### src/rtl/sum_accumulator_pipe.sv
// -----------------------------------------------------------------------------
// sum_accumulator_pipe
//   Downstream stage of the combinational width-bit adder. Accepts one
//   (width+1)-bit sum per valid, enabled cycle and adds n_terms of them into a
//   batch total. The total is registered and held. A one-enabled-cycle valid
//   pulse marks it, and a sticky per-batch overflow flag goes with it.
//
// Parameters
//   width     : operand width of the upstream adder (sum is width+1 bits)
//   n_terms   : sums per batch (>= 1)
//   acc_width : accumulator / result width
//
// Ports
//   clk     in   system clock, rising edge
//   rst_n   in   asynchronous reset, active low
//   clk_en  in   clock enable; all state holds when 0
//   clear   in   synchronous batch abort (qualified by clk_en)
//   sum_vld in   sum valid (no backpressure)
//   sum     in   adder result {carry_out, z}
//   busy    out  batch partially accumulated
//   cnt     out  terms accepted in the current batch
//   res_vld out  result valid pulse
//   res     out  last completed batch total (held)
//   res_ovf out  last batch exceeded acc_width bits (held)
// -----------------------------------------------------------------------------
module sum_accumulator_pipe #(
  parameter int width     = 8,
  parameter int n_terms   = 4,
  parameter int acc_width = width + 1 + $clog2(n_terms)
) (
  input  logic                           clk,
  input  logic                           rst_n,
  input  logic                           clk_en,
  input  logic                           clear,
  input  logic                           sum_vld,
  input  logic [width:0]                 sum,
  output logic                           busy,
  output logic [$clog2(n_terms+1)-1:0]   cnt,
  output logic                           res_vld,
  output logic [acc_width-1:0]           res,
  output logic                           res_ovf
);

  localparam int CNT_W = $clog2(n_terms + 1);

  localparam logic [0:0] ST_IDLE  = 1'b0;
  localparam logic [0:0] ST_ACCUM = 1'b1;

  logic [0:0]           r_state;
  logic [acc_width-1:0] r_acc;
  logic                 r_ovf;
  logic [CNT_W-1:0]     r_cnt;
  logic                 r_res_vld;
  logic [acc_width-1:0] r_res;
  logic                 r_res_ovf;

  logic [acc_width-1:0] w_base_acc;
  logic                 w_base_ovf;
  logic [CNT_W-1:0]     w_base_cnt;
  logic [acc_width:0]   w_add;
  logic [acc_width-1:0] w_acc_next;
  logic                 w_ovf_next;
  logic [CNT_W-1:0]     w_cnt_next;
  logic                 w_done;

  // An IDLE accept is the same add as an ACCUM accept with the running
  // state forced to zero, so one adder serves both states. The carry from
  // 0 + sum is always 0, which leaves ovf cleared at the start of a batch.
  always_comb begin
    // NOTE: every combinational output is assigned first so no path can infer a latch.
    w_base_acc = '0;
    w_base_ovf = 1'b0;
    w_base_cnt = '0;
    if (r_state == ST_ACCUM) begin
      w_base_acc = r_acc;
      w_base_ovf = r_ovf;
      w_base_cnt = r_cnt;
    end
    w_add      = {1'b0, w_base_acc} + (acc_width + 1)'(sum);
    w_acc_next = w_add[acc_width-1:0];
    w_ovf_next = w_base_ovf | w_add[acc_width];
    w_cnt_next = w_base_cnt + CNT_W'(1);
    w_done     = (w_cnt_next == CNT_W'(n_terms));
  end

  // NOTE: state registers use non-blocking assignments so all flops update together.
  always_ff @(posedge clk or negedge rst_n) begin
    if (!rst_n) begin
      r_state   <= ST_IDLE;
      r_acc     <= '0;
      r_ovf     <= 1'b0;
      r_cnt     <= '0;
      r_res_vld <= 1'b0;
      r_res     <= '0;
      r_res_ovf <= 1'b0;
    end else if (clk_en) begin
      if (clear) begin
        // Abort: drop the partial batch and any pending pulse. The result stays.
        r_state   <= ST_IDLE;
        r_acc     <= '0;
        r_ovf     <= 1'b0;
        r_cnt     <= '0;
        r_res_vld <= 1'b0;
      end else begin
        r_res_vld <= 1'b0;
        if (sum_vld) begin
          r_acc <= w_acc_next;
          r_ovf <= w_ovf_next;
          if (w_done) begin
            r_state   <= ST_IDLE;
            r_cnt     <= '0;
            r_res     <= w_acc_next;
            r_res_ovf <= w_ovf_next;
            r_res_vld <= 1'b1;
          end else begin
            r_state <= ST_ACCUM;
            r_cnt   <= w_cnt_next;
          end
        end
      end
    end
  end

  assign busy    = (r_state == ST_ACCUM);
  assign cnt     = r_cnt;
  assign res_vld = r_res_vld;
  assign res     = r_res;
  assign res_ovf = r_res_ovf;

endmodule
### config.mk
export PLATFORM = sky130hd
export DESIGN_NAME = sum_accumulator_pipe
export DESIGN_NICKNAME = d
export VERILOG_FILES = /design/src/rtl/sum_accumulator_pipe.sv
export SDC_FILE = /design/constraint.sdc
export NUM_CORES = 1
export LEC_CHECK = 0
export ABC_AREA = 1
export CORE_UTILIZATION = 42
export DETAILED_ROUTE_END_ITERATION = 6
export PLACE_DENSITY_LB_ADDON = 0.3
export RECOVER_POWER = 100
export SKIP_LAST_GASP = 1
export SLEW_MARGIN = 20
export SYNTH_ARGS = -nofsm -noshare
export SYNTH_HDL_FRONTEND = slang
export SYNTH_SLANG_ARGS = --single-unit
### constraint.sdc
create_clock -name clk -period 6.56 [get_ports clk]
set_input_delay 1.312 -clock clk [delete_from_list [all_inputs] [get_ports clk]]
set_output_delay 1.312 -clock clk [all_outputs]
set_load 0.01 [all_outputs]
==> flow_summary.yaml, run 1 <==
run_status:
  status: "complete, but fails checks"
  violations: "max-capacitance violations, max-slew violations"
die:
  dieArea_mm2: 0.004651
  die_x_um: 68.20
  core_mm2: 0.004115
  initial_utilization: 0.4472
  dieHeight_um: 68.20
  io_pins: 31
  rows: 23
global_routing:
  gr-total-overflow: 0
  first_global_vias: 1540
  antenna_found_initial: 0
  grt_usage: 0.2087
  grt_max_degree: 30
  grt_pass1_wl_mm: 6.934
logic_synthesis:
  avgSynthCellArea_um2: 7.275
  synth_seq_cells: 29
  muxShareOfSynthArea: 0
  syn_area_mm2: 0.001841
  synth-compound-area-share: 0.05914
  syn-num-nets: 279
  synthAdderAreaFrac: 0.08566
  ys_types: 28
  synth_xor_area_frac: 0.02787
  synth_edf_count: 0
  synth_ff_type: "dfrtp_1"
  syn_inst: 253
  synth_top_family_by_area: "simple AND/OR/NAND/NOR gates"
  synthArstFlopShare: 1.000
  yosysWarnings: 0
  ys_seq_area_frac: 0.3943
  yosys.area_share.simple: 0.3426
worst_hold_path:
  hold-path-endpoint: "res_ovf"
  min_path_cells: 2
  hp-start: "res_ovf"
  hp-class: "reg -> reg"
routing:
  top_layer: "met4"
  postRouteAntennaNets: 0
  detail_route.vias_per_cell: 4.796
  drt-initial-drc-count: 99
  route.met2.wl_mm: 1.782
  wl_met1_mm: 2.038
  wl_met3_um: 218
  drc: 0
  dr_total_vias: 1621
  dr.pass1.iters: 4
  drt-total-wl_mm: 4.089
  routedWlPerCell_um: 12.10
place:
  hpwl_mm: 2.982
  dpl.cell_count: 330
  numPortBuffers: 30
  gp_congestion: 0.9516
setup_path:
  r2r_slack_ns: 3.99
  start_kind: "input pin"
  crit_path_max_fanout: 19
  r2r_cells: 9
  cp-end-kind: "flip-flop"
  path_cells: "dlygate4sd3_1 -> nand3_1 -> inv_1 -> nand2_1 -> inv_1 -> nand3_1 -> nand2_1"
  critical_path.max_stage_delay_ns: 0.54
  critPathArrivalTime_ns: 3.48
  criticalPathCategory: "in -> reg"
  reg2reg_to: "res[10]"
  required_ns: 6.78
  r2r-start: "busy"
  cp_slowest_cell: "dlygate4sd3_1"
sta:
  min_period_over_period: 0.4972
  max_clock_freq_mhz: 306.6
  finalCriticalPeriod_ns: 3.262
  setup-violations-final: 0
  drv_slew: 30
  worstMarginPinSlew_ns: 1.583
  clock_skew_ns: 0.005776
  fin_setup_tns_ns: 0
  rsz0062_at_grt: "false"
  relSlewSlack: -0.05545
  hold_violations: 0
clock_tree:
  cts_tree: "built"
  insertion_delay_ns: 0.29
  post_cts_resized: 0
  cts_buffer_depth: 2
  clkSlewWorstSetupHoldPaths_ns: 0.06
  cts_buffers: 5
  post_cts_buffers: 0
  cts_max_level: 2
  cts_root_buf: "clkbuf_8"
  postCtsHoldBufs: 0
  cts_sinks: 29
layout:
  antenna_cells: 0
  nFillCells: 416
  area_growth_syn_to_layout_pct: 22.64
  layout.cells.non_filler: 338
  nNetsFinal: 313
  finish.utilization: 0.5485
  final_layout_size_suffix_gt1_frac: 0.04514
pwr:
  power_switching_uw: 113.1
  total_leakage_power_uw: 0.001371
  peakVddDrop_mv: 0.1002
  p_per_area_mw_per_mm2: 184.7
  p_int_uw: 303.9
  power.share.switching: 0.2713
  seq_power_share: 0.463
  p_comb_frac: 0.138
  clkPwrFrac: 0.398
  total_power_uw: 417.0
run:
  drv_cap: 1
==> per-layer routing <==
metal,vias up,GRT usage
met3,7,0.05500
li1,858,-
met2,39,0.3272
met4,0,0.07813
met5,-,0
met1,717,0.2741
==> power by group through the flow <==
| stage | Clock, uW | Sequential, uW | Combinational, uW |
|---|---|---|---|
| final | 166 | 193 | 57.7 |
| after global routing | 178 | 195 | 66.2 |
| after CTS | 169 | 193 | 60.2 |
| after detailed placement | 0 | 196 | 59.9 |
| after global placement | 0 | 196 | 59.4 |
| after floorplan | 0 | 193 | 39.6 |
==> critical path: cells and delay by family <==
family                 cells  cell delay [ns]
buffers and inverters      3             1.27
AND/OR/NAND/NOR            4             0.90
==> worst max-delay path by stage <==
stage / start / to / slack (ns)
finish: clk_en / res[10] / 3.30
global route: clk_en / res[6] / 3.04
CTS: busy / busy / 3.51
detailed placement: sum[0] / r_acc[6] / 3.32
global placement: sum[0] / r_acc[6] / 3.36
floorplan: sum[0] / r_acc[6] / 3.87
==> final cells by class <==
cell class              instances  area [um2]  share of cell area
repair buffers                 31       304.0              0.1347
multi-input cells             184       928.4              0.4113
clock buffers                   7       96.34             0.04268
clock inverters                 1       5.005            0.002217
flip-flops and latches         29       725.7              0.3215
inverters                      36       135.1             0.05987
well taps                      50       62.56             0.02772
==> metrics by stage <==
step / hold slack, ns / cell area (um2) / setup WS, ns
global placement: 0.4642 / 2180 / 3.359
CTS: 0.4843 / 2281 / 3.505
detailed placement: 0.4668 / 2180 / 3.316
finish: 0.4713 / 2257 / 3.298
floorplan: 0.4492 / 1841 / 3.869
global route: 0.4991 / 2257 / 3.035
==> cells in the final DEF, fill, tap and decap left out, types with 2 or more instances in the layout <==
| cell type | instances |
|---|---|
| o21ai_0 | 12 |
| dlygate4sd3_1 | 22 |
| nand4_1 | 2 |
| dfrtp_1 | 29 |
| nand3_1 | 24 |
| nand2_1 | 104 |
| xor2_1 | 3 |
| nor2_1 | 11 |
| a21oi_1 | 5 |
| clkbuf_8 | 7 |
| inv_1 | 36 |
| clkdlybuf4s50_1 | 8 |
| ha_1 | 11 |
==> sequential cells by signal (all words and copies together), names as in the netlist <==
register  cells
res          11
r_acc        11
res_ovf       1
busy          1
cnt           3
r_ovf         1
res_vld       1
==> Yosys cell counts (2+ instances only) <==
cell,count,area share
dfrtp_1,29,0.39
ha_1,11,0.075
nor2_1,11,0.022
inv_1,34,0.069
buf_6,2,0.012
nand2_4,2,0.012
a21oi_1,5,0.014
nand4_1,2,0.0068
nand2_1,103,0.21
inv_2,2,0.0041
nand3_1,23,0.063
o21ai_2,2,0.0095
o21ai_0,10,0.027
xor2_1,3,0.014
==> cells by family (layout without fill, tap and decap cells) <==
group	after synthesis	count (layout)
compound gates	19	19
simple gates	148	148
flops	29	29
fa+ha+maj	12	12
xor+xnor	5	5
buf+inv	40	75
Note: power is estimated with default switching activity, not from simulation.
==> run 2: changes to the inputs <==
clock period = 3.1 ns   (was 6.56 ns; I/O delays follow)
==> flow_summary.yaml, run 2 (synthesis gave the netlist of run 1 again) <==
run_status:
  status: "complete, but fails checks"
  violations: "max-capacitance violations, max-slew violations"
setup_path:
  r2r_cells: 11
  start_kind: "flip-flop"
  critical_path.max_stage_delay_ns: 0.76
  cp.buffers_inverters: 1
  r2r_slack_ns: 0.81
  reg2reg_to: "r_acc[6]"
  r2r-start: "busy"
  cp_slowest_cell: "dfrtp_1"
  path_cells: "dlygate4sd3_1"
  required_ns: 2.48
  cp-end-kind: "primary output"
  critPathArrivalTime_ns: 1.75
  cp_top_family: "flip-flops"
  criticalPathCategory: "reg -> out"
  crit_path_max_fanout: 17
die:
  die_x_um: 68.20
  core_mm2: 0.004115
  dieArea_mm2: 0.004651
  io_pins: 31
  rows: 23
  initial_utilization: 0.4472
  dieHeight_um: 68.20
worst_hold_path:
  hp-class: "reg -> reg"
  min_path_cells: 2
  hold-path-endpoint: "res_vld"
  hp-start: "res_vld"
sta:
  finalCriticalPeriod_ns: 2.369
  clock_skew_ns: 0.005425
  drv_slew: 30
  rsz0062_at_grt: "false"
  worstMarginPinSlew_ns: 1.612
  hold_violations: 0
  relSlewSlack: -0.07498
  min_period_over_period: 0.7642
  max_clock_freq_mhz: 422.1
  setup-violations-final: 0
  hold_slack_ns: 0.4724
  fin_setup_tns_ns: 0
routing:
  postRouteAntennaNets: 0
  drc: 0
  drt-total-wl_mm: 4.039
  detail_route.vias_per_cell: 4.831
  dr_total_vias: 1633
  drt-initial-drc-count: 83
  routedWlPerCell_um: 11.95
  dr.pass1.iters: 4
pwr:
  seq_power_share: 0.490
  clkPwrFrac: 0.362
  peakVddDrop_mv: 0.2145
  p_per_area_mw_per_mm2: 373.0
  p_comb_frac: 0.148
  total_leakage_power_uw: 0.001374
  total_power_uw: 834.9
  power_switching_uw: 236.3
  power.share.switching: 0.2830
  p_int_uw: 598.7
global_routing:
  gr-total-overflow: 0
  grt_max_degree: 30
  grt_pass1_wl_mm: 6.844
  grt_usage: 0.2051
  antenna_found_initial: 0
  first_global_vias: 1573
clock_tree:
  cts_max_level: 2
  cts_tree: "built"
  cts_buffers: 5
  postCtsHoldBufs: 0
  cts_root_buf: "clkbuf_8"
  clkSlewWorstSetupHoldPaths_ns: 0.06
  cts_sinks: 29
  insertion_delay_ns: 0.29
  post_cts_resized: 0
  cts_buffer_depth: 2
  post_cts_buffers: 0
layout:
  fin_area_mm2: 0.002238
  antenna_cells: 0
  final_layout_size_suffix_gt1_frac: 0.04167
  nNetsFinal: 313
  mostFrequentLayoutCells: "103 x nand2_1, 36 x inv_1, 29 x dfrtp_1"
  layout_commonest_cell: "nand2_1"
  area_growth_syn_to_layout_pct: 21.62
place:
  place_area_mm2: 0.002180
  hpwl_mm: 2.969
  gp_congestion: 0.9515
  numPortBuffers: 30
run:
  drv_cap: 1
-- run 2: how the worst max path moves through the flow --
stage	start	to	slack [ns]	depth (start not counted)
5_1_grt	rst_n	res[9]	0.53	2
4_1_cts	busy	busy	0.74	1
3_5_place_dp	sum[0]	res[6]	0.57	10
2_1_floorplan	busy	r_acc[6]	0.89	13
3_3_place_gp	sum[0]	r_acc[6]	0.59	10
6_report	busy	busy	0.73	1
-- run 2: metal layers --
metal	GRT usage	wire length, um	up-vias
met2	0.3223	1755	44
met4	0.08073	61	0
met3	0.06000	254	6
met1	0.2633	1968	729
met5	0	0	-
li1	-	-	854
-- run 2: cell type report --
class                           count  area [um2]
Clock buffer                        6       72.57
Tap cell                           50       62.56
Timing Repair Buffer               31       304.0
Sequential cell                    29       725.7
Fill cell                         404        1877
Clock inverter                      2       10.01
Inverter                           36       135.1
Multi-Input combinational cell    184       928.4
-- run 2: power groups by stage --
stage / registers [uW] / clock network, uW / logic (uW)
2_1_floorplan: 409 / 0 / 83.9
3_3_place_gp: 415 / 0 / 126
3_5_place_dp: 416 / 0 / 127
4_1_cts: 409 / 308 / 128
5_1_grt: 412 / 324 / 141
6_report: 409 / 302 / 124
-- run 2: metrics by stage --
stage,utilization,std cells,setup WS [ns]
2_1_floorplan,-,253,0.8941
4_1_cts,0.5497,338,0.7392
5_1_grt,0.5439,338,0.5266
3_3_place_gp,0.5296,330,0.5917
3_5_place_dp,0.5296,330,0.5681
6_report,0.5439,338,0.7308
-- run 2: worst register-to-register path: stages, from the launching register on --
cell and delay (ns):
dfrtp_1 0.63, nand2_1 0.14, inv_1 0.05, ha_1 0.21
fa_1 0.43, nand2_1 0.08, nand2_1 0.06, nand3_1 0.07
nand2_1 0.09, or2_2 0.30, nand3_1 0.07, nand2_1 0.05
==> run 3: changes to the inputs <==
clock period = 2.2 ns   (was 3.1 ns; I/O delays follow)
==> flow_summary.yaml, run 3 (synthesis gave the netlist of run 1 again) <==
run_status:
  status: "complete, no violations"
layout:
  multi_input_area_um2: 938.4
  finish.utilization: 0.5686
  mostFrequentLayoutCells: "103 x nand2_1, 34 x inv_1, 28 x dfrtp_1"
  final_layout_size_suffix_gt1_frac: 0.08163
  antenna_cells: 0
  nNetsFinal: 319
  layout_commonest_cell: "nand2_1"
  area_growth_syn_to_layout_pct: 27.12
  nFillCells: 372
  register_area_um2: 726.9
clock_tree:
  clkSlewWorstSetupHoldPaths_ns: 0.07
  cts_buffer_depth: 2
  cts_sinks: 29
  cts_max_level: 2
  cts_root_buf: "clkbuf_8"
  postCtsHoldBufs: 0
  insertion_delay_ns: 0.28
  cts_tree: "built"
  cts_buffers: 5
routing:
  drc: 0
  drt-total-wl_mm: 4.036
  dr_total_vias: 1655
  dr.pass1.iters: 4
  routedWlPerCell_um: 11.73
  detail_route.vias_per_cell: 4.811
  drt-initial-drc-count: 96
  postRouteAntennaNets: 0
pwr:
  p_int_uw: 1081
  power.share.switching: 0.2401
  total_leakage_power_uw: 0.001407
  peakVddDrop_mv: 0.3778
  p_per_area_mw_per_mm2: 608.1
  seq_power_share: 0.398
  p_comb_frac: 0.135
  clkPwrFrac: 0.466
  power_switching_uw: 341.6
  total_power_uw: 1423
die:
  initial_utilization: 0.4472
  core_mm2: 0.004115
  dieArea_mm2: 0.004651
  die_x_um: 68.20
  dieHeight_um: 68.20
  rows: 23
  io_pins: 31
sta:
  clock_skew_ns: 0.005507
  max_clock_freq_mhz: 492.1
  worst_slack_ns: 0.1679
  worstMarginPinSlew_ns: 0.7154
  fin_setup_tns_ns: 0
  relSlewSlack: 0.5231
  min_period_over_period: 0.9237
  hold_slack_ns: 0.4716
  finalCriticalPeriod_ns: 2.032
  drv_slew: 0
  setup-violations-final: 0
  hold_violations: 0
  rsz0062_at_grt: "false"
setup_path:
  critPathArrivalTime_ns: 2.21
  criticalPathCategory: "in -> reg"
  r2r-start: "busy"
  start_kind: "input pin"
  required_ns: 2.37
  cp-end-kind: "flip-flop"
  r2r_slack_ns: 0.22
  r2r_cells: 10
  reg2reg_to: "res[9]"
  crit_path_max_fanout: 3
global_routing:
  first_global_vias: 1491
  grt_pass1_wl_mm: 6.679
  gr-total-overflow: 0
  grt_max_degree: 30
  grt_usage: 0.1995
  antenna_found_initial: 0
worst_hold_path:
  min_path_cells: 2
  hp-class: "reg -> reg"
  hp-start: "res_ovf"
  hold-path-endpoint: "res_ovf"
place:
  numPortBuffers: 30
  gp_congestion: 0.9113
  hpwl_mm: 3.001
  pre_cts_ws_ns: -0.1213
run:
  drv_cap: 0
==> run 3: cell count changes in the layout (fill, tap and decap cells not counted), sizes merged <==
| cell | before | now |
|---|---|---|
| buf | 0 | 4 |
| clkinv | 2 | 1 |
| bufinv | 0 | 2 |
| clkbuf | 7 | 8 |
==> run 3: per-layer routing <==
metal	track usage	vias up	wire, um
li1	-	871	-
met4	0.06250	0	23
met5	0	-	0
met2	0.3137	23	1805
met3	0.05000	2	139
met1	0.2672	759	2068
==> run 3: critical path, stage by stage <==
cell	delay, ns
clkdlybuf4s50_1	0.40
ha_1	0.23
fa_1	0.39
nand2_1	0.07
nand2_1	0.07
nand3_1	0.07
nand2_1	0.10
or2_2	0.30
nand3_1	0.07
nand2_1	0.05
==> run 3: worst max-delay path by stage <==
| stage | slack [ns] | depth (start not counted) | startpoint | endpoint |
|---|---|---|---|---|
| 2_1_floorplan | 0.03 | 13 | busy | r_acc[6] |
| 3_3_place_gp | -0.07 | 10 | sum[0] | res[6] |
| 3_5_place_dp | -0.12 | 10 | sum[0] | res[6] |
| 4_1_cts | 0.15 | 11 | busy | res[6] |
| 5_1_grt | 0.04 | 10 | sum[0] | res[6] |
| 6_report | 0.17 | 10 | sum[0] | r_acc[6] |
==> run 3: power groups by stage <==
stage | logic [uW] | registers [uW] | clock network (uW)
4_1_cts | 194 | 569 | 674
6_report | 192 | 567 | 663
2_1_floorplan | 119 | 576 | 0
3_5_place_dp | 192 | 579 | 0
5_1_grt | 219 | 569 | 697
3_3_place_gp | 191 | 578 | 0
==> run 3: area by class of cell <==
| type | instances | area share |
|---|---|---|
| clock buffers | 5 | 0.02941 |
| clock inverters | 3 | 0.02781 |
| inverters | 36 | 0.05775 |
| multi-input cells | 184 | 0.4011 |
| flip-flops and latches | 29 | 0.3107 |
| well taps | 50 | 0.02674 |
| repair buffers | 37 | 0.1465 |
==> run 3: timing repair <==
item                       4_1_cts  5_1_grt
setup buffers                    0        1
resized for setup                0        1
setup endpoints to repair        0        2
==> run 3: metrics by stage <==
stage          instances  instance area (um2)
2_1_floorplan        253                 1842
3_3_place_gp         335                 2217
3_5_place_dp         335                 2217
4_1_cts              343                 2351
5_1_grt              344                 2340
6_report             344                 2340
